## src/rtl/fib_recursive_top.sv

```systemverilog
// Recursive Fibonacci engine: an FSM walks the call tree with a LIFO frame stack
// and counts leaves. A run starts automatically when reset is released.
module fib_recursive_top #(
  parameter int NW    = 3,
  parameter int OW    = 5,
  parameter int DEPTH = 8
) (
  input  logic          clk,
  input  logic          rst,
  input  logic [NW-1:0] N,
  output logic [OW-1:0] out,
  output logic          done
);
  localparam int AW = $clog2(DEPTH);

  typedef enum logic [1:0] {LOAD, FETCH, EXPAND, FIN} state_t;

  state_t        r_state;
  logic [AW-1:0] r_sp;
  logic [OW-1:0] r_acc;
  logic [OW-1:0] r_out;
  logic          r_done;
  logic [NW-1:0] r_n;
  logic [NW-1:0] r_stack [DEPTH];

  logic [AW-1:0] w_top;
  logic [AW-1:0] w_sp1;
  logic          w_leaf;

  assign w_top  = r_sp - AW'(1);
  assign w_sp1  = r_sp + AW'(1);
  assign w_leaf = (r_n < NW'(2));
  assign out    = r_out;
  assign done   = r_done;

  // Stack contents are deliberately left out of reset; every frame is written before it is read.
  always_ff @(posedge clk or negedge rst) begin
    if (!rst) begin
      r_state <= LOAD;
      r_sp    <= '0;
      r_acc   <= '0;
      r_out   <= '0;
      r_done  <= 1'b0;
      r_n     <= '0;
    end else begin
      case (r_state)
        LOAD: begin
          r_stack[0] <= N;
          r_sp       <= AW'(1);
          r_acc      <= '0;
          r_state    <= FETCH;
        end
        FETCH: begin
          if (r_sp == '0) begin
            r_out   <= r_acc;
            r_done  <= 1'b1;
            r_state <= FIN;
          end else begin
            r_n     <= r_stack[w_top];
            r_sp    <= w_top;
            r_state <= EXPAND;
          end
        end
        EXPAND: begin
          // n-2 goes on top so it is popped before its n-1 sibling
          if (w_leaf) begin
            r_acc <= r_acc + OW'(1);
          end else begin
            r_stack[r_sp]  <= r_n - NW'(1);
            r_stack[w_sp1] <= r_n - NW'(2);
            r_sp           <= r_sp + AW'(2);
          end
          r_state <= FETCH;
        end
        FIN: r_state <= FIN;
        default: r_state <= LOAD;
      endcase
    end
  end
endmodule

```

## config.mk

```make
export PLATFORM = sky130hd
export DESIGN_NAME = fib_recursive_top
export DESIGN_NICKNAME = d
export VERILOG_FILES = /design/src/rtl/fib_recursive_top.sv
export SDC_FILE = /design/constraint.sdc
export NUM_CORES = 1
export LEC_CHECK = 0
export BUFFER_PORTS_ARGS = -buffer_cell sky130_fd_sc_hd__buf_2
export CAP_MARGIN = 10
export CORE_AREA = 3 3 93 95
export DETAILED_ROUTE_END_ITERATION = 12
export DIE_AREA = 0 0 96 98
export MAX_ROUTING_LAYER = met4
export PLACE_DENSITY = 0.5
export SLEW_MARGIN = 10
export SYNTH_ARGS = -nofsm -noshare
export SYNTH_HDL_FRONTEND = slang
export SYNTH_SLANG_ARGS = --single-unit
```

## constraint.sdc

```tcl
create_clock -name clk -period 6.45 [get_ports clk]
set_input_delay 0.3225 -clock clk [delete_from_list [all_inputs] [get_ports clk]]
set_output_delay 0.3225 -clock clk [all_outputs]
set_load 0.02 [all_outputs]
```

==> results of run 1 <==
==> report_power, final <==
group	switching, mW	internal, mW	total (mW)
Combinational	0.346	0.185	0.530
Clock	0.0966	0.0766	0.173
Sequential	0.0445	0.344	0.389
Total	0.487	0.605	1.09
==> cell type report <==
type                    instances  area (um2)  share of cell area
repair buffers                 16        95.1              0.0325
inverters                      11        41.3              0.0141
clock inverters                 2        13.8             0.00470
clock buffers                   6        72.6              0.0248
flip-flops and latches         43        1200               0.409
multi-input cells             179        1380               0.472
well taps                     102         128              0.0436
==> worst max-delay path, delay by kind of cell (launching register included) <==
kind / cells / cell delay [ps]
adder cells (fa/ha/maj): 1 / 430
buffers and inverters: 3 / 1380
AO/OA/AOI/OAI: 2 / 550
flip-flops: 1 / 330
==> registers in the layout (all words and copies together) (netlist names) <==
signal   flops
r_acc        5
done         1
r_state      2
r_sp         3
r_n          3
r_stack     24
out          5
==> placed cells by master (no fill, tap or decap), types with 3 or more instances in the layout <==
master     n
ha_1      11
dfrtp_1   19
edfxtp_1  24
nand2b_1   3
a31oi_1    4
nand4_1   20
or3_1      3
mux2i_1   10
nor4_1     6
mux2_2     4
nor3b_1    3
a21oi_1   10
clkbuf_8   5
buf_2     10
o31ai_1   16
o21ai_0    8
mux4_1     5
a211oi_1   6
nand2_1   11
nor2_1     5
inv_1     11
buf_4      6
xor2_1     4
nand3_1   19
==> per-stage QoR <==
step / std cells / cell area [um2] / hold WS, ps
after floorplan: 262 / 2760 / 26.9
after global placement: 351 / 2840 / 337
after detailed placement: 351 / 2840 / 339
after CTS: 359 / 2930 / 3.03
after global routing: 359 / 2930 / 24.2
final: 359 / 2930 / -4.00
==> routing by layer <==
| metal | wire, um | global-route usage | up-vias |
|---|---|---|---|
| met1 | 3200 | 0.215 | 1057 |
| li1 | - | - | 1002 |
| met2 | 3110 | 0.223 | 51 |
| met3 | 208 | 0.0231 | 10 |
| met4 | 158 | 0.0536 | 0 |
| met5 | 0 | - | - |
==> how the worst max path moves through the flow <==
stage                                    from                 endpoint
final                     r_sp[0]$_DFFE_PN0P_  r_stack[0][1]$_DFFE_PP_
after CTS                 r_sp[0]$_DFFE_PN0P_  r_stack[0][2]$_DFFE_PP_
after global routing      r_sp[0]$_DFFE_PN0P_  r_stack[0][0]$_DFFE_PP_
after floorplan           r_sp[0]$_DFFE_PN0P_  r_stack[0][0]$_DFFE_PP_
after global placement    r_sp[0]$_DFFE_PN0P_  r_stack[0][1]$_DFFE_PP_
after detailed placement  r_sp[0]$_DFFE_PN0P_  r_stack[0][2]$_DFFE_PP_
==> logic make-up (layout without fill, tap and decap cells) <==
group | Yosys count | count (layout)
simple gates | 86 | 86
compound gates | 57 | 57
flops | 43 | 43
buf+inv | 40 | 35
mux | 20 | 20
fa+ha+maj | 11 | 11
xor+xnor | 5 | 5
==> flow_summary.rst, run 1 <==
.. list-table::
   :header-rows: 1

   * - Metric
     - Value
   * - Antenna-violating nets left
     - 0
   * - Nature of the critical path startpoint
     - flop
   * - Aggregate global-route resource usage
     - 0.153
   * - Post-detailed-route wirelength per cell
     - 18.6 um
   * - Number of maximum-capacitance constraint violations
     - 0
   * - Ys async rst share
     - 0.442
   * - Signal arrival time at the worst endpoint
     - roughly 3000 ps
   * - Number of nets in the final layout
     - between 200 and 300
   * - Multiplexer fraction of the synthesized cell area
     - 0.108
   * - Die Area
     - 9410 um2
   * - Required @ worst endpoint
     - 6410 ps
   * - Final count of hold timing violations
     - 5
   * - Fill cell count
     - just under 800
   * - R2R Path Start
     - r_sp[0]$_DFFE_PN0P_
   * - Number of instances in the synthesized netlist
     - ~260
   * - Number of buffers on the longest clock path
     - 2
   * - Synth Area in XOR/XNOR
     - 0.0159
   * - I/O Buffers
     - 10
   * - Top area cells in the synthesized netlist
     - edfxtp_1 26%, dfrtp_1 17%, ha_1 5.0%
   * - Start-to-end type of the worst setup path
     - reg2reg
   * - Largest net degree at the start of global routing
     - 45
   * - Highest Clock Rate
     - 328 MHz
   * - Fraction of final layout cells sized beyond drive strength 1
     - 0.125
   * - Final-report setup violation count
     - 0
   * - Detailed Routing Iterations Pass 1
     - 4
   * - Clock sink count
     - 43
   * - Number of flops mapped to enable cells by yosys
     - 24
   * - Cells traversed along the worst timing path
     - buf_4 -> inv_1 -> ha_1 -> inv_1 -> a31oi_1 -> o21ai_0
   * - Placeable core region
     - 7810 um2
   * - CTS Hold Bufs
     - 0
   * - List of most frequent post-synthesis cells
     - 24 x edfxtp_1, 20 x nand4_1, 19 x dfrtp_1, 19 x nand3_1, 16 x o31ai_1
   * - Worst hold margin
     - -4.00 ps
   * - Floorplan die width
     - approximately 96 um
   * - Area share of the largest cell type after synthesis
     - 0.261
   * - Number of global-route vias before repair
     - 2003
   * - Height of the die
     - 98 um
   * - Number of placement rows
     - 32
   * - #FFs+latches synth
     - 43
   * - Number of design rule violations left after detail routing
     - 0
   * - Post-CTS Setup Repair Bufs
     - 0
   * - Antenna violations before repair
     - 0
   * - H-tree level count
     - 2
   * - Most instantiated library cell after synthesis
     - edfxtp_1
   * - HP Class
     - in2async
   * - Post-Syn Area
     - 2760 um2
   * - Number of nets in the synthesized netlist
     - 278
   * - Portion of the post-synthesis area used by sequential elements
     - 0.433
   * - Final wirelength
     - 6680 um
   * - Leakage power figure
     - 1.14 nW
   * - Initial cell density of the core
     - 0.354
   * - Clock insertion delay at the later pin of the skew report
     - 300 ps
   * - Overall Power
     - 1.09 mW
   * - Capturing element type of the critical path
     - flop
   * - Largest family of logic cells by synthesized area
     - simple AND/OR/NAND/NOR gates
   * - Worst slew margin
     - 0.457
   * - Post-synth top area cell
     - edfxtp_1
   * - Crit path largest cell delay
     - 540 ps
   * - TritonCTS buffer count
     - 5
   * - Share of the core filled with cells
     - 0.375
   * - Worst Tran Pin Value
     - 815 ps
   * - Max rail drop VDD
     - 0.101 mV
   * - Clock skew
     - 14.9 ps
   * - Final HPWL DP
     - about 4500 um
   * - Clock tree from TritonCTS
     - built
   * - DRC marker count from the first detailed-route iteration
     - 162
   * - Warnings, synthesis
     - 0
   * - Setup repair after global routing missed its margin
     - false
   * - Distinct cells, synth
     - 50
   * - Critical Path Slowest Stage Cell
     - inv_1
   * - Clock root buffer
     - clkbuf_8
   * - Cell mode on critical path
     - inv_1
   * - Depth of the worst register-to-register path
     - 6
   * - Final max-slew violation count
     - 0
   * - Worst setup slack before clock tree synthesis
     - 3430 ps
   * - Vias after detailed routing
     - between 2000 and 2500
   * - DR vias/cell
     - 5.91
   * - Synthesized area per cell
     - 10.5 um2
   * - End of the worst register-to-register path
     - r_stack[0][1]$_DFFE_PP_
   * - Diodes inserted
     - 0
   * - Setup TNS
     - 0 ps
   * - Compound-gate portion of the synthesized area
     - 0.143
   * - Max Fanout on Critical Path
     - 44
   * - Setup slack of the worst register-to-register path
     - between 3000 and 4000 ps
   * - Total congestion overflow after global routing
     - 0
   * - Status
     - finished, violations left
   * - IO Count
     - 11
   * - Area growth from synthesis to layout
     - 5.98%
   * - Clock Pin Slew Worst Setup and Hold Paths
     - 90 ps
   * - Failing checks
     - hold timing
   * - Final setup margin
     - 3400 ps
   * - Final min period
     - ~3000 ps
   * - Post-synthesis simple-gate area fraction
     - 0.183
   * - Adder-cell share of the synthesized area
     - 0.0498
   * - Global-route wire length before repair
     - 10800 um
   * - Final weighted congestion in routability-driven placement
     - 0.781
   * - Final worst path period share
     - 0.473
   * - Top FF cell, synth
     - edfxtp_1
   * - Pwr/cell area
     - 373 nW/um2
   * - Number of resized instances in the post-cts repair step
     - 0
Note: power is estimated with default switching activity, not from simulation.
==> inputs of run 2 (changes only) <==
- ABC_AREA: unset -> 1
- CORE_AREA: 3 3 93 95 -> 3 3 90 92
- DIE_AREA: 0 0 96 98 -> 0 0 93 95
- clock period: 6.45 -> 3.1 ns (I/O delays scaled with it)
==> flow_summary.rst, run 2 <==
.. list-table::
   :header-rows: 1

   * - Metric
     - Value
   * - Status
     - finished, final reports clean
   * - Height of the die
     - 95 um (-3.1%)
   * - Clock sink count
     - 43 (unchanged)
   * - Capturing element type of the critical path
     - flop
   * - Total congestion overflow after global routing
     - 0 (unchanged)
   * - Antenna violations before repair
     - 0 (unchanged)
   * - Register containing the most flip-flops in the final layout
     - r_stack
   * - Aggregate global-route resource usage
     - 0.141 (-0.0114)
   * - Detailed Routing Iterations Pass 1
     - 4 (unchanged)
   * - H-tree level count
     - 2 (unchanged)
   * - Total routed wire length on the met1 layer
     - 2780 um (-13%)
   * - Largest register FFs
     - 24 (unchanged)
   * - Global-route wire length before repair
     - 9230 um (-14%)
   * - Final min period
     - 2510 ps (-540 ps)
   * - IO Count
     - 11 (unchanged)
   * - Final-report setup violation count
     - 0 (unchanged)
   * - Number of instances in the synthesized netlist
     - 297 (+13%)
   * - Commonest non-fill, non-tap cell in the layout
     - nand2_1
   * - Max rail drop VDD
     - 0.452 mV (+350%)
   * - I/O Buffers
     - 10 (unchanged)
   * - Synthesized area per cell
     - 8.66 um2 (-18%)
   * - Clock root buffer
     - clkbuf_8
   * - Ys async rst share
     - 0.442 (unchanged)
   * - Number of placement rows
     - 31 (-3.1%)
   * - Total met3 wirelength after detailed routing
     - 232 um (+12%)
   * - Setup repair after global routing missed its margin
     - false
   * - Required @ worst endpoint
     - 3060 ps (-3350 ps)
   * - Number of design rule violations left after detail routing
     - 0 (unchanged)
   * - Number of global-route vias before repair
     - 1857 (-7.3%)
   * - Commonest non-fill, non-tap cells in the layout
     - 88 x nand2_1, 39 x inv_1, 31 x nand3_1
   * - Number of nets in the synthesized netlist
     - 313 (+13%)
   * - Area share of the largest cell type after synthesis
     - 0.280 (+0.0194)
   * - Largest net degree at the start of global routing
     - 21 (-53%)
   * - Top FF cell, synth
     - edfxtp_1
   * - Nature of the critical path startpoint
     - flop
   * - Vias after detailed routing
     - 1892 (-11%)
   * - Number of nets in the final layout
     - 325 (+19%)
   * - CTS Hold Bufs
     - 1 (+1)
   * - Start-to-end type of the worst setup path
     - reg2reg
   * - Number of flops mapped to enable cells by yosys
     - 24 (unchanged)
   * - Worst Tran Pin Value
     - 611 ps (-204 ps)
   * - TritonCTS buffer count
     - 5 (unchanged)
   * - Post-Syn Area
     - 2570 um2 (-6.9%)
   * - Warnings, synthesis
     - 0 (unchanged)
   * - Clock Pin Slew Worst Setup and Hold Paths
     - 80 ps (about the same)
   * - Compound-gate portion of the synthesized area
     - 0.109 (-0.0337)
   * - Setup TNS
     - 0 ps (unchanged)
   * - Number of buffers on the longest clock path
     - 2 (unchanged)
   * - Distinct cells, synth
     - 31 (-38%)
   * - Number of resized instances in the post-cts repair step
     - 0 (unchanged)
   * - Signal arrival time at the worst endpoint
     - 2470 ps (-540 ps)
   * - List of most frequent post-synthesis cells
     - 88 x nand2_1, 39 x inv_1, 31 x nand3_1
   * - Final wirelength
     - 5560 um (-17%)
   * - Clock skew
     - 7.06 ps (-7.80 ps)
   * - DR vias/cell
     - 4.63 (-22%)
   * - Area growth from synthesis to layout
     - 9.25%
   * - Most instantiated library cell after synthesis
     - nand2_1
   * - Initial cell density of the core
     - 0.353 (-0.00124)
   * - Adder-cell share of the synthesized area
     - 0.0535 (+0.00371)
   * - Worst hold margin
     - 383 ps (+387 ps)
   * - Overall Power
     - 2.53 mW (+130%)
   * - Portion of the post-synthesis area used by sequential elements
     - 0.465 (+0.0322)
   * - Leakage power figure
     - 1.36 nW (+20%)
   * - Number of maximum-capacitance constraint violations
     - 0 (unchanged)
   * - Worst slew margin
     - 0.593 (+0.136)
   * - Clock tree from TritonCTS
     - built
   * - Clock insertion delay at the later pin of the skew report
     - 290 ps (about the same)
   * - Post-detailed-route wirelength per cell
     - 13.6 um (-27%)
   * - Die Area
     - 8840 um2 (-6.1%)
   * - DRC marker count from the first detailed-route iteration
     - 132 (-19%)
   * - Floorplan die width
     - 93 um (-3.1%)
   * - Crit path largest cell delay
     - 740 ps (+200 ps)
   * - Final weighted congestion in routability-driven placement
     - 0.828 (+6.1%)
   * - Final worst path period share
     - 0.810 (+0.337)
   * - Pwr/cell area
     - 899 nW/um2 (+140%)
   * - Max Fanout on Critical Path
     - 17 (-61%)
   * - Multiplexer fraction of the synthesized cell area
     - 0.00438 (-0.104)
   * - Post-CTS Setup Repair Bufs
     - 0 (unchanged)
   * - Final count of hold timing violations
     - 0 (-5)
   * - Antenna-violating nets left
     - 0 (unchanged)
   * - Highest Clock Rate
     - 398 MHz (+21%)
   * - Highest signal layer in the routed design
     - met4
   * - Post-synth top area cell
     - edfxtp_1
   * - Diodes inserted
     - 0 (unchanged)
   * - Largest family of logic cells by synthesized area
     - simple AND/OR/NAND/NOR gates
   * - Final HPWL DP
     - 4110 um (-8.8%)
   * - Fill cell count
     - 786 (+0.13%)
   * - Final max-slew violation count
     - 0 (unchanged)
   * - HP Class
     - in2reg
   * - Cells traversed along the worst timing path
     - inv_2 -> ha_1 -> inv_1 -> nor2_4 -> nand2_2 -> o21ai_0
   * - Post-synthesis simple-gate area fraction
     - 0.263 (+0.0793)
   * - Detailed-routed wire length on met2
     - 2480 um (-20%)
   * - Top area cells in the synthesized netlist
     - edfxtp_1 28%, dfrtp_1 18%, nand2_1 13%
   * - Synth Area in XOR/XNOR
     - 0.0229 (+0.00702)
   * - Fraction of final layout cells sized beyond drive strength 1
     - 0.148 (+0.0239)
   * - #FFs+latches synth
     - 43 (unchanged)
   * - Critical Path Slowest Stage Cell
     - dfrtp_1
   * - Placeable core region
     - 7290 um2 (-6.6%)
run 2: changes by cell type after synthesis, moves of 6 or more:
| cell | before | now |
|---|---|---|
| nand2_2 | 0 | 6 |
| clkbuf_1 | 7 | 1 |
| o31ai_1 | 16 | 1 |
| a211oi_1 | 6 | 0 |
| inv_1 | 11 | 39 |
| buf_2 | 15 | 3 |
| nand4_1 | 20 | 0 |
| nand2_1 | 11 | 88 |
| nand3_1 | 19 | 31 |
| mux2i_1 | 10 | 0 |
| nor4_1 | 6 | 0 |
| o21ai_1 | 0 | 25 |
| a21oi_1 | 10 | 4 |
run 2: cell type report:
| cell class | count | area [um2] | area share |
|---|---|---|---|
| repair buffers | 13 | 75.1 | 0.0267 |
| clock buffers | 6 | 76.3 | 0.0272 |
| inverters | 42 | 163 | 0.0579 |
| clock inverters | 2 | 11.3 | 0.00401 |
| well taps | 99 | 124 | 0.0441 |
| flip-flops and latches | 43 | 1200 | 0.426 |
| multi-input cells | 204 | 1160 | 0.414 |
run 2: kinds of logic after synthesis:
group / after synthesis
DFF: 43
AOI/OAI and AO/OA: 47
muxes: 1
adders and majority gates: 11
xor gates and xnor gates: 5
buffers and inverters: 50
and+or+nand+nor: 140
run 2: where the power goes:
part           total, mW  internal (mW)  switching (mW)
Sequential         0.872          0.726           0.146
Clock              0.356          0.167           0.189
Combinational       1.30          0.422           0.876
run 2: final timing paths:
kind / slack [ps] / startpoint / cells after the start / end
worst max-delay path: 590 / r_sp[0]$_DFFE_PN0P_ / 6 / r_stack[3][0]$_DFFE_PP_
worst min-delay path: 380 / N[2] / 5 / r_stack[2][2]$_DFFE_PP_
worst max register to register: 590 / r_sp[0]$_DFFE_PN0P_ / 6 / r_stack[3][0]$_DFFE_PP_
worst min register to register: 470 / done$_DFFE_PN0P_ / 2 / done$_DFFE_PN0P_
max in group asynchronous: 2470 / rst / 3 / r_sp[1]$_DFFE_PN0P_
min in group asynchronous: 420 / rst / 3 / out[1]$_DFFE_PN0P_
run 2: critical path, delay by kind of cell, from the launching register on:
| family | cells | cell delay [ps] |
|---|---|---|
| buf+inv | 2 | 350 |
| flops | 1 | 740 |
| compound gates | 1 | 180 |
| fa+ha+maj | 1 | 580 |
| simple gates | 2 | 340 |
run 2: per-layer routing:
layer  vias to the layer above  GRT usage
li1                        994          -
met1                       854      0.192
met2                        36      0.214
met3                         8     0.0271
met4                         0     0.0452
met5                         -          -
run 2: through the flow:
stage	cells	cell area [um2]	util	setup slack, ps
global route	409	2810	0.385	348
detailed placement	400	2710	0.372	623
finish	409	2810	0.385	590
floorplan	297	2570	-	1060
CTS	409	2810	0.385	623
global placement	400	2710	0.372	696
==> inputs of run 3 (changes only) <==
- ABC_AREA: 1 -> 0
- CORE_AREA: 3 3 90 92 -> 3 3 93 95
- DIE_AREA: 0 0 93 95 -> 0 0 96 98
- clock period: 3.1 -> 2.45 ns (I/O delays scaled with it)
==> flow_summary.rst, run 3 (same netlist as run 1, synthesis figures left out) <==
.. list-table::
   :header-rows: 1

   * - Metric
     - Value
   * - Max Fanout on Critical Path
     - 17 (unchanged)
   * - Family of cells with the greatest summed delay on the critical path
     - simple AND/OR/NAND/NOR gates
   * - Final weighted congestion in routability-driven placement
     - 0.804 (-3.0%)
   * - DR vias/cell
     - 5.64 (+22%)
   * - CP Buf/Inv Count
     - 1 (-1)
   * - TritonCTS buffer count
     - 5 (unchanged)
   * - Crit path largest cell delay
     - 480 ps (-260 ps)
   * - Total congestion overflow after global routing
     - 0 (unchanged)
   * - Cells traversed along the worst timing path
     - inv_1 -> ha_1 -> nand3b_2 -> nor4_1 -> mux2i_1
   * - Total met3 wirelength after detailed routing
     - 283 um (+22%)
   * - Clock Pin Slew Worst Setup and Hold Paths
     - 80 ps (about the same)
   * - Final min period
     - 2050 ps (-461 ps)
   * - Number of global-route vias before repair
     - 2001 (+7.8%)
   * - Final worst path period share
     - 0.836 (+0.0265)
   * - Highest Clock Rate
     - 488 MHz (+23%)
   * - Final wirelength
     - 6560 um (+18%)
   * - Die Area
     - 9410 um2 (+6.5%)
   * - Commonest non-fill, non-tap cell in the layout
     - edfxtp_1
   * - Largest register FFs
     - 24 (unchanged)
   * - Clock insertion delay at the later pin of the skew report
     - 300 ps (about the same)
   * - Net switching power
     - 1.28 mW (+5.9%)
   * - Register share of total power
     - 0.341 (-0.004)
   * - Diodes inserted
     - 0 (unchanged)
   * - R2R Path Start
     - r_n[1]$_DFFE_PN0P_
   * - Final-report setup violation count
     - 0 (unchanged)
   * - Worst Tran Pin Value
     - 543 ps (-67.5 ps)
   * - IO Count
     - 11 (unchanged)
   * - Commonest non-fill, non-tap cells in the layout
     - 24 x edfxtp_1, 20 x nand4_1, 19 x nand3_1, 19 x dfrtp_1, 16 x o31ai_1
   * - Number of buffers on the longest clock path
     - 2 (unchanged)
   * - Register containing the most flip-flops in the final layout
     - r_stack
   * - Worst slew margin
     - 0.637 (+0.0439)
   * - Clock skew
     - 6.56 ps (-0.500 ps)
   * - Leakage power figure
     - 1.18 nW (-13%)
   * - Comb power frac
     - 0.507 (-0.007)
   * - Signal arrival time at the worst endpoint
     - 2190 ps (-280 ps)
   * - Final HPWL DP
     - 4660 um (+13%)
   * - HP Class
     - in2async
   * - H-tree level count
     - 2 (unchanged)
   * - Floorplan die width
     - 96 um (+3.2%)
   * - Total routed wire length on the met1 layer
     - 3230 um (+16%)
   * - Fraction of final layout cells sized beyond drive strength 1
     - 0.157 (+0.00892)
   * - Area growth from synthesis to layout
     - 8.97%
   * - Antenna violations before repair
     - 0 (unchanged)
   * - Number of resized instances in the post-cts repair step
     - 0 (unchanged)
   * - Placed cell areas
     - 2920 um2 (+7.6%)
   * - Final count of hold timing violations
     - 0 (unchanged)
   * - Status
     - finished, final reports clean
   * - Pwr/cell area
     - 971 nW/um2 (+7.9%)
   * - Clock sink count
     - 43 (unchanged)
   * - Highest signal layer in the routed design
     - met4
   * - I/O Buffers
     - 10 (unchanged)
   * - Detailed-routed wire length on met2
     - 2990 um (+21%)
   * - Placeable core region
     - 7810 um2 (+7.1%)
   * - Clock root buffer
     - clkbuf_8
   * - DRC marker count from the first detailed-route iteration
     - 95 (-28%)
   * - Post-detailed-route wirelength per cell
     - 17.8 um (+31%)
   * - Cell-internal power
     - 1.64 mW (+25%)
   * - Start-to-end type of the worst setup path
     - reg2reg
   * - Worst hold margin
     - 229 ps (-154 ps)
   * - Aggregate global-route resource usage
     - 0.153 (+0.0114)
   * - Launch point of the critical path
     - r_n[1]$_DFFE_PN0P_
   * - Capturing element type of the critical path
     - flop
   * - Nature of the critical path startpoint
     - flop
   * - Initial cell density of the core
     - 0.354 (+0.00124)
   * - Fraction of power consumed by the clock network
     - 0.152 (+0.011)
   * - Setup repair after global routing missed its margin
     - false
   * - Final max-slew violation count
     - 0 (unchanged)
   * - Setup TNS
     - 0 ps (unchanged)
   * - Switch share
     - 0.438 (-0.0407)
   * - Number of design rule violations left after detail routing
     - 0 (unchanged)
   * - Post-layout instance area
     - 3010 um2 (+7.2%)
   * - Global-route wire length before repair
     - 10800 um (+17%)
   * - Number of placement rows
     - 32 (+3.2%)
   * - Largest net degree at the start of global routing
     - 41 (+95%)
   * - Required @ worst endpoint
     - 2590 ps (-470 ps)
   * - Clock tree from TritonCTS
     - built
   * - Number of nets in the final layout
     - 282 (-13%)
   * - Height of the die
     - 98 um (+3.2%)
   * - Max rail drop VDD
     - 0.317 mV (-30%)
   * - Number of maximum-capacitance constraint violations
     - 0 (unchanged)
   * - Detailed Routing Iterations Pass 1
     - 5 (+1)
   * - Vias after detailed routing
     - 2082 (+10%)
   * - Critical Path Slowest Stage Cell
     - nand3b_2
   * - Antenna-violating nets left
     - 0 (unchanged)
==> run 3: changes by cell type in the layout (fill, tap and decap cells not counted), moves of 5 or more <==
cell,previous run,this run
a211oi_1,0,6
buf_4,2,15
inv_1,39,11
mux2i_1,0,10
mux4_1,0,5
nand2_1,88,11
nand2_2,6,0
nand3_1,31,19
nand4_1,0,20
nor4_1,0,6
o21ai_1,25,1
o31ai_1,1,16
==> run 3: power groups by stage <==
stage / sequential (mW) / combinational, mW / clock [mW]
finish: 0.995 / 1.48 / 0.444
detailed placement: 1.01 / 1.47 / 0
global placement: 1.01 / 1.47 / 0
CTS: 0.995 / 1.47 / 0.463
global route: 1.01 / 1.64 / 0.502
floorplan: 1.01 / 1.12 / 0
==> run 3: final timing paths <==
kind	to	slack, ps	cells past startpoint
setup / recovery	r_stack[5][2]$_DFFE_PP_	400	5
hold / removal	r_n[2]$_DFFE_PN0P_	230	2
setup reg to reg	r_stack[5][2]$_DFFE_PP_	400	5
hold reg to reg	done$_DFFE_PN0P_	470	1
max in group asynchronous	r_sp[1]$_DFFE_PN0P_	1770	3
min in group clk	r_stack[0][0]$_DFFE_PP_	300	3
==> run 3: per-layer routing <==
layer  track usage  vias up
met1         0.224     1007
li1              -     1020
met5             -        -
met2         0.217       51
met3        0.0285        4
met4        0.0383        0
==> run 3: repair_timing <==
action	4_1_cts	5_1_grt
hold buffers	1	0
setup buffers	0	0
hold endpoints to repair	7	0
==> run 3: area by class of cell <==
cell class                      instances  area (um2)
Fill cell                             781        4800
Multi-Input combinational cell        179        1390
Sequential cell                        43        1200
Timing Repair Buffer                   26         173
Tap cell                              102         128
Clock buffer                            5        68.8
Inverter                               11        41.3
Clock inverter                          3        15.0
==> run 3: stage by stage <==
step | power (mW) | instances | utilization | setup WS, ps
floorplan | 2.13 | 262 | - | 29.3
global placement | 2.47 | 360 | 0.374 | 374
detailed placement | 2.48 | 360 | 0.374 | 412
CTS | 2.93 | 369 | 0.386 | 400
global route | 3.15 | 369 | 0.386 | 227
finish | 2.92 | 369 | 0.386 | 401
